`src/rtl/jk_updown_counter_pkg.sv`:
```
// Shared constants for the JK up/down counter: legal width range and reset value.
package jk_updown_counter_pkg;

    localparam int WIDTH_MIN   = 2;
    localparam int WIDTH_MAX   = 8;
    localparam int RESET_VALUE = 0;

endpackage

```
`src/rtl/jk_updown_counter_jk_flipflop.sv`:
```
// Single-bit JK flip-flop with synchronous active-high reset.
module JK_Flipflop
    import jk_updown_counter_pkg::*;
(
    input  logic clk,
    input  logic reset,
    input  logic j,
    input  logic k,
    output logic q
);

    logic state_q;
    logic state_d;

    always_comb begin
        // NOTE: default first so every path assigns state_d and no latch is inferred.
        state_d = state_q;
        case ({j, k})
            2'b10:   state_d = 1'b1;
            2'b01:   state_d = 1'b0;
            2'b11:   state_d = ~state_q;
            default: state_d = state_q;
        endcase
    end

    // NOTE: non-blocking assignment for flop state avoids simulation ordering races.
    always_ff @(posedge clk) begin
        if (reset) begin
            state_q <= RESET_VALUE[0];
        end else begin
            state_q <= state_d;
        end
    end

    assign q = state_q;

endmodule

```
`src/rtl/jk_updown_counter.sv`:
```
// Programmable-modulus up/down counter built from per-bit JK flip-flops, with sticky wrap flag.
module jk_updown_counter
    import jk_updown_counter_pkg::*;
#(
    parameter int WIDTH = 4
) (
    input  logic             clk,
    input  logic             reset,
    input  logic             en,
    input  logic             up,
    input  logic             load,
    input  logic [WIDTH-1:0] d,
    input  logic [WIDTH-1:0] max,
    input  logic             clr_ovf,
    output logic [WIDTH-1:0] q,
    output logic             tc,
    output logic             ovf
);

    if (WIDTH < WIDTH_MIN || WIDTH > WIDTH_MAX) begin : g_width_check
        $error("jk_updown_counter: WIDTH %0d outside legal range", WIDTH);
    end

    logic [WIDTH-1:0] cnt_d;
    logic             ovf_q;
    logic             ovf_d;

    // tc marks exactly the cycle whose edge wraps the count.
    assign tc = en & ~load & ((up & (q >= max)) | (~up & (q == '0)));

    always_comb begin
        cnt_d = q;
        if (load) begin
            cnt_d = d;
        end else if (en) begin
            if (up) begin
                cnt_d = (q >= max) ? '0 : q + WIDTH'(1);
            end else begin
                cnt_d = ((q == '0) || (q > max)) ? max : q - WIDTH'(1);
            end
        end
    end

    for (genvar i = 0; i < WIDTH; i++) begin : g_bit
        JK_Flipflop u_jk (
            .clk   (clk),
            .reset (reset),
            .j     (cnt_d[i]),
            .k     (~cnt_d[i]),
            .q     (q[i])
        );
    end

    // Set wins over clear when a wrap and clr_ovf coincide.
    always_comb begin
        ovf_d = ovf_q;
        if (tc) begin
            ovf_d = 1'b1;
        end else if (clr_ovf) begin
            ovf_d = 1'b0;
        end
    end

    always_ff @(posedge clk) begin
        if (reset) begin
            ovf_q <= 1'b0;
        end else begin
            ovf_q <= ovf_d;
        end
    end

    assign ovf = ovf_q;

endmodule

```
`config.mk`:
```
export PLATFORM = sky130hd
export DESIGN_NAME = jk_updown_counter
export DESIGN_NICKNAME = d
export VERILOG_FILES = /design/src/rtl/jk_updown_counter_pkg.sv /design/src/rtl/jk_updown_counter_jk_flipflop.sv /design/src/rtl/jk_updown_counter.sv
export SDC_FILE = /design/constraint.sdc
export NUM_CORES = 1
export LEC_CHECK = 0
export BUFFER_PORTS_ARGS = -buffer_cell sky130_fd_sc_hd__buf_4
export CAP_MARGIN = 20
export CORE_UTILIZATION = 44
export DETAILED_ROUTE_END_ITERATION = 6
export GPL_TIMING_DRIVEN = 0
export PLACE_DENSITY = 0.8
export SLEW_MARGIN = 5
export SYNTH_ARGS = -nofsm -noshare
export SYNTH_HDL_FRONTEND = slang
export SYNTH_SLANG_ARGS = --single-unit
```
`constraint.sdc`:
```
create_clock -name clk -period 1.7 [get_ports clk]
set_input_delay 0 -clock clk [delete_from_list [all_inputs] [get_ports clk]]
set_output_delay 0 -clock clk [all_outputs]
set_load 0.02 [all_outputs]
```
==> impl_metrics.env <==
export IMPL_cts_sinks=5
export IMPL_cp_required_ns=1.82
export IMPL_port_buffers=18
export IMPL_seq_area_frac_synth_pct=16.1
export IMPL_crit_buf_inv=1
export IMPL_dr_wl_met2_um=841
export IMPL_cts_tree="yes"
export IMPL_final_setup_viol_count=4
export IMPL_drc=0
export IMPL_post_route_period_util_pct=103
export IMPL_initialDrtViolationCount=27
export IMPL_vias=707
export IMPL_cp_data_arrival_time_ns=1.88
export IMPL_wirelength_met1_um=702
export IMPL_tightestPinTransition_ns=0.387
export IMPL_powerDensity_mw_per_mm2=697
export IMPL_design_area_sq_um=946
export IMPL_nNetsFinal=130
export IMPL_failed_checks="negative setup slack"
export IMPL_synth_nets=101
export IMPL_leakage_nw=0.424
export IMPL_crit_path_start_kind="flip-flop"
export IMPL_grt_max_degree=11
export IMPL_place_inst=113
export IMPL_grt_first_pass_wirelength_um=2580
export IMPL_cts_reportedPaths_clkPinSlew_ns=0.04
export IMPL_viasPerCell=5.75
export IMPL_period_minus_slack_ns=1.76
export IMPL_end_kind="flip-flop"
export IMPL_power_mw=0.660
export IMPL_drive_above_1_share_pct=45.4
export IMPL_synth_seq_cells=5
export IMPL_cts_root_buffer="clkbuf_4"
export IMPL_cp_top_family="simple AND/OR/NAND/NOR gates"
export IMPL_cts_max_level=1
export IMPL_syn_inst=80
export IMPL_start_util_pct=47.9
export IMPL_crit_path_top_delay_cell="dfxtp_4"
export IMPL_relSlewSlack_pct=74.1
export IMPL_pre_cts_ws_ns=-0.172
export IMPL_antenna_found_initial=0
export IMPL_drv_cap=0
export IMPL_rsz0062_at_grt="yes"
export IMPL_ant_nets=0
export IMPL_first_pass_iters=6
export IMPL_yosys_area_top_type="dfxtp_1"
export IMPL_peakVddDrop_mv=0.450
export IMPL_drt_wl_total_um=1670
export IMPL_die_w_um=39.6
export IMPL_ys_flop_type="dfxtp_1"
export IMPL_synth_area_sq_um=623
export IMPL_synth_top_area_share_pct=16.1
export IMPL_wl_met3_um=85
export IMPL_clock_latency_ns=0.24
export IMPL_syn_area_per_cell_sq_um=7.79
export IMPL_io_pins=20
export IMPL_path_cells="inv_2, ha_4, nand4_1, and2_1, and3_4, a221oi_1, a211oi_2"
export IMPL_grt_pass1_vias=612
export IMPL_maxUsedRoutingLayer="met4"
export IMPL_place_gp_congestion=0.797
export IMPL_status="finished with violations"
export IMPL_track_usage_pct=25.0
export IMPL_overflow=0
export IMPL_clock_skew_ns=0.000119
export IMPL_fin_cells=123
export IMPL_cts_path_max_buffers=2
export IMPL_cts_made_buffers=3
export IMPL_dpl_hpwl_um=1210
export IMPL_fillerInstances=111
export IMPL_synth_edff_count=0
export IMPL_coreArea_sq_mm=0.00130
export IMPL_seqCellArea_sq_um=111
export IMPL_synth_cell_types=32
export IMPL_worst_slack_ns=-0.0593
export IMPL_hold_viol=0
export IMPL_num_antenna_cells=0
export IMPL_area_delta_synth_final_pct=51.8
export IMPL_async_flop_share_pct=0
export IMPL_min_path_type="input pin to flip-flop"
export IMPL_synth_area_top_cells="dfxtp_1, ha_1, nor3_1"
export IMPL_synth_warning_count=0
export IMPL_multi_input_area_sq_um=531
export IMPL_routedWlPerCell_um=13.6
export IMPL_slew_viol_final=0
export IMPL_die_area_sq_mm=0.00157
export IMPL_fmax_mhz=568
export IMPL_die_h_um=39.6
export IMPL_worst_setup_path_type="flip-flop to flip-flop"
export IMPL_fp_row_count=13
export IMPL_crit_path_max_incr_delay_ns=0.38
export IMPL_cp_max_fo=6
export IMPL_placed_area_sq_um=811
==> state kept, by name, indices dropped and copies added (netlist names) <==
| register | count |
|---|---|
| g_bit.u_jk.q | 4 |
| ovf | 1 |
==> per-layer routing <==
metal / track usage [%] / vias up
li1: - / 344
met1: 28.8 / 333
met2: 43.9 / 24
met3: 8.52 / 6
met4: 5.17 / 0
met5: 0 / -
==> report_power, final <==
part	total [mW]	internal, mW	switching, mW
Combinational	0.368	0.191	0.177
Sequential	0.154	0.133	0.0211
Clock	0.138	0.0888	0.0491
Total	0.660	0.412	0.248
==> layout by cell type (no fill, tap or decap), types with 2 or more instances in the layout <==
master     n
buf_4     26
nor2_1     7
nor3_1     7
inv_1      5
a21oi_1    4
ha_1       4
a211o_1    3
a221oi_1   3
xnor2_1    3
ha_4       3
clkbuf_4   3
dfxtp_4    3
clkbuf_1   2
nand2b_1   2
buf_6      2
o21ai_1    2
nor3b_1    2
a211oi_1   2
a211oi_2   2
dfxtp_1    2
==> what timing repair did <==
item,in CTS,in global routing
setup buffers,5,0
pin swaps,13,3
hold buffers,1,0
endpoints found under the hold margin,2,0
endpoints found under the setup margin,6,6
gates resized for setup,8,6
==> final timing paths <==
| check | depth (start not counted) | to | from | slack (ns) |
|---|---|---|---|---|
| hold reg to reg | 2 | ovf$_SDFFE_PP0P_ | ovf$_SDFFE_PP0P_ | 0.62 |
| setup / recovery | 7 | g_bit[3].u_jk.q$_SDFFE_PP0P_ | g_bit[0].u_jk.q$_SDFFE_PP0P_ | -0.06 |
| setup reg to reg | 7 | g_bit[3].u_jk.q$_SDFFE_PP0P_ | g_bit[0].u_jk.q$_SDFFE_PP0P_ | -0.06 |
| hold / removal | 3 | g_bit[1].u_jk.q$_SDFFE_PP0P_ | d[1] | 0.08 |
==> cell families (layout without fill, tap and decap cells) <==
logic type	Yosys count	after routing	share of synthesized area, %
AOI/OAI and AO/OA	20	20	22.9
xor gates and xnor gates	4	4	5.62
adders and majority gates	7	7	14.1
buffers and inverters	13	41	11.6
DFF	5	5	16.1
muxes	1	1	1.61
and+or+nand+nor	30	30	28.1
==> area by class of cell <==
class	instances	area share, %
plain buffers	7	5.29
clock buffers	4	2.78
repair buffers	24	19.7
multi-input cells	62	56.1
flip-flops and latches	5	11.8
inverters	6	2.38
well taps	15	1.98
==> synth_stat cells (2+ instances only) <==
cell type  number
nor3b_1         2
a21oi_1         5
nand2b_1        2
o21ai_0         2
nor2_1          7
dfxtp_1         5
a211oi_1        4
xnor2_1         3
a211o_1         3
nor2b_1         2
nor3_1          8
buf_4           4
a221oi_1        3
inv_1           6
ha_1            7
==> worst min-delay path, delay by kind of cell <==
kind                   cells  cell delay (ns)
AOI/OAI and AO/OA          2             0.20
buffers and inverters      1             0.09
==> per-stage QoR <==
| step | utilization [%] | TNS, ns | hold slack [ns] |
|---|---|---|---|
| 5_1_grt | 72.7 | -0.694 | 0.0787 |
| 2_1_floorplan | - | -0.0143 | 0.0710 |
| 6_report | 72.7 | -0.186 | 0.0771 |
| 4_1_cts | 70.7 | -0.170 | 0.0739 |
| 3_5_place_dp | 62.3 | -0.682 | 0.237 |
| 3_3_place_gp | 62.3 | -0.519 | 0.231 |
No activity file was read; power rests on OpenSTA's default activity.
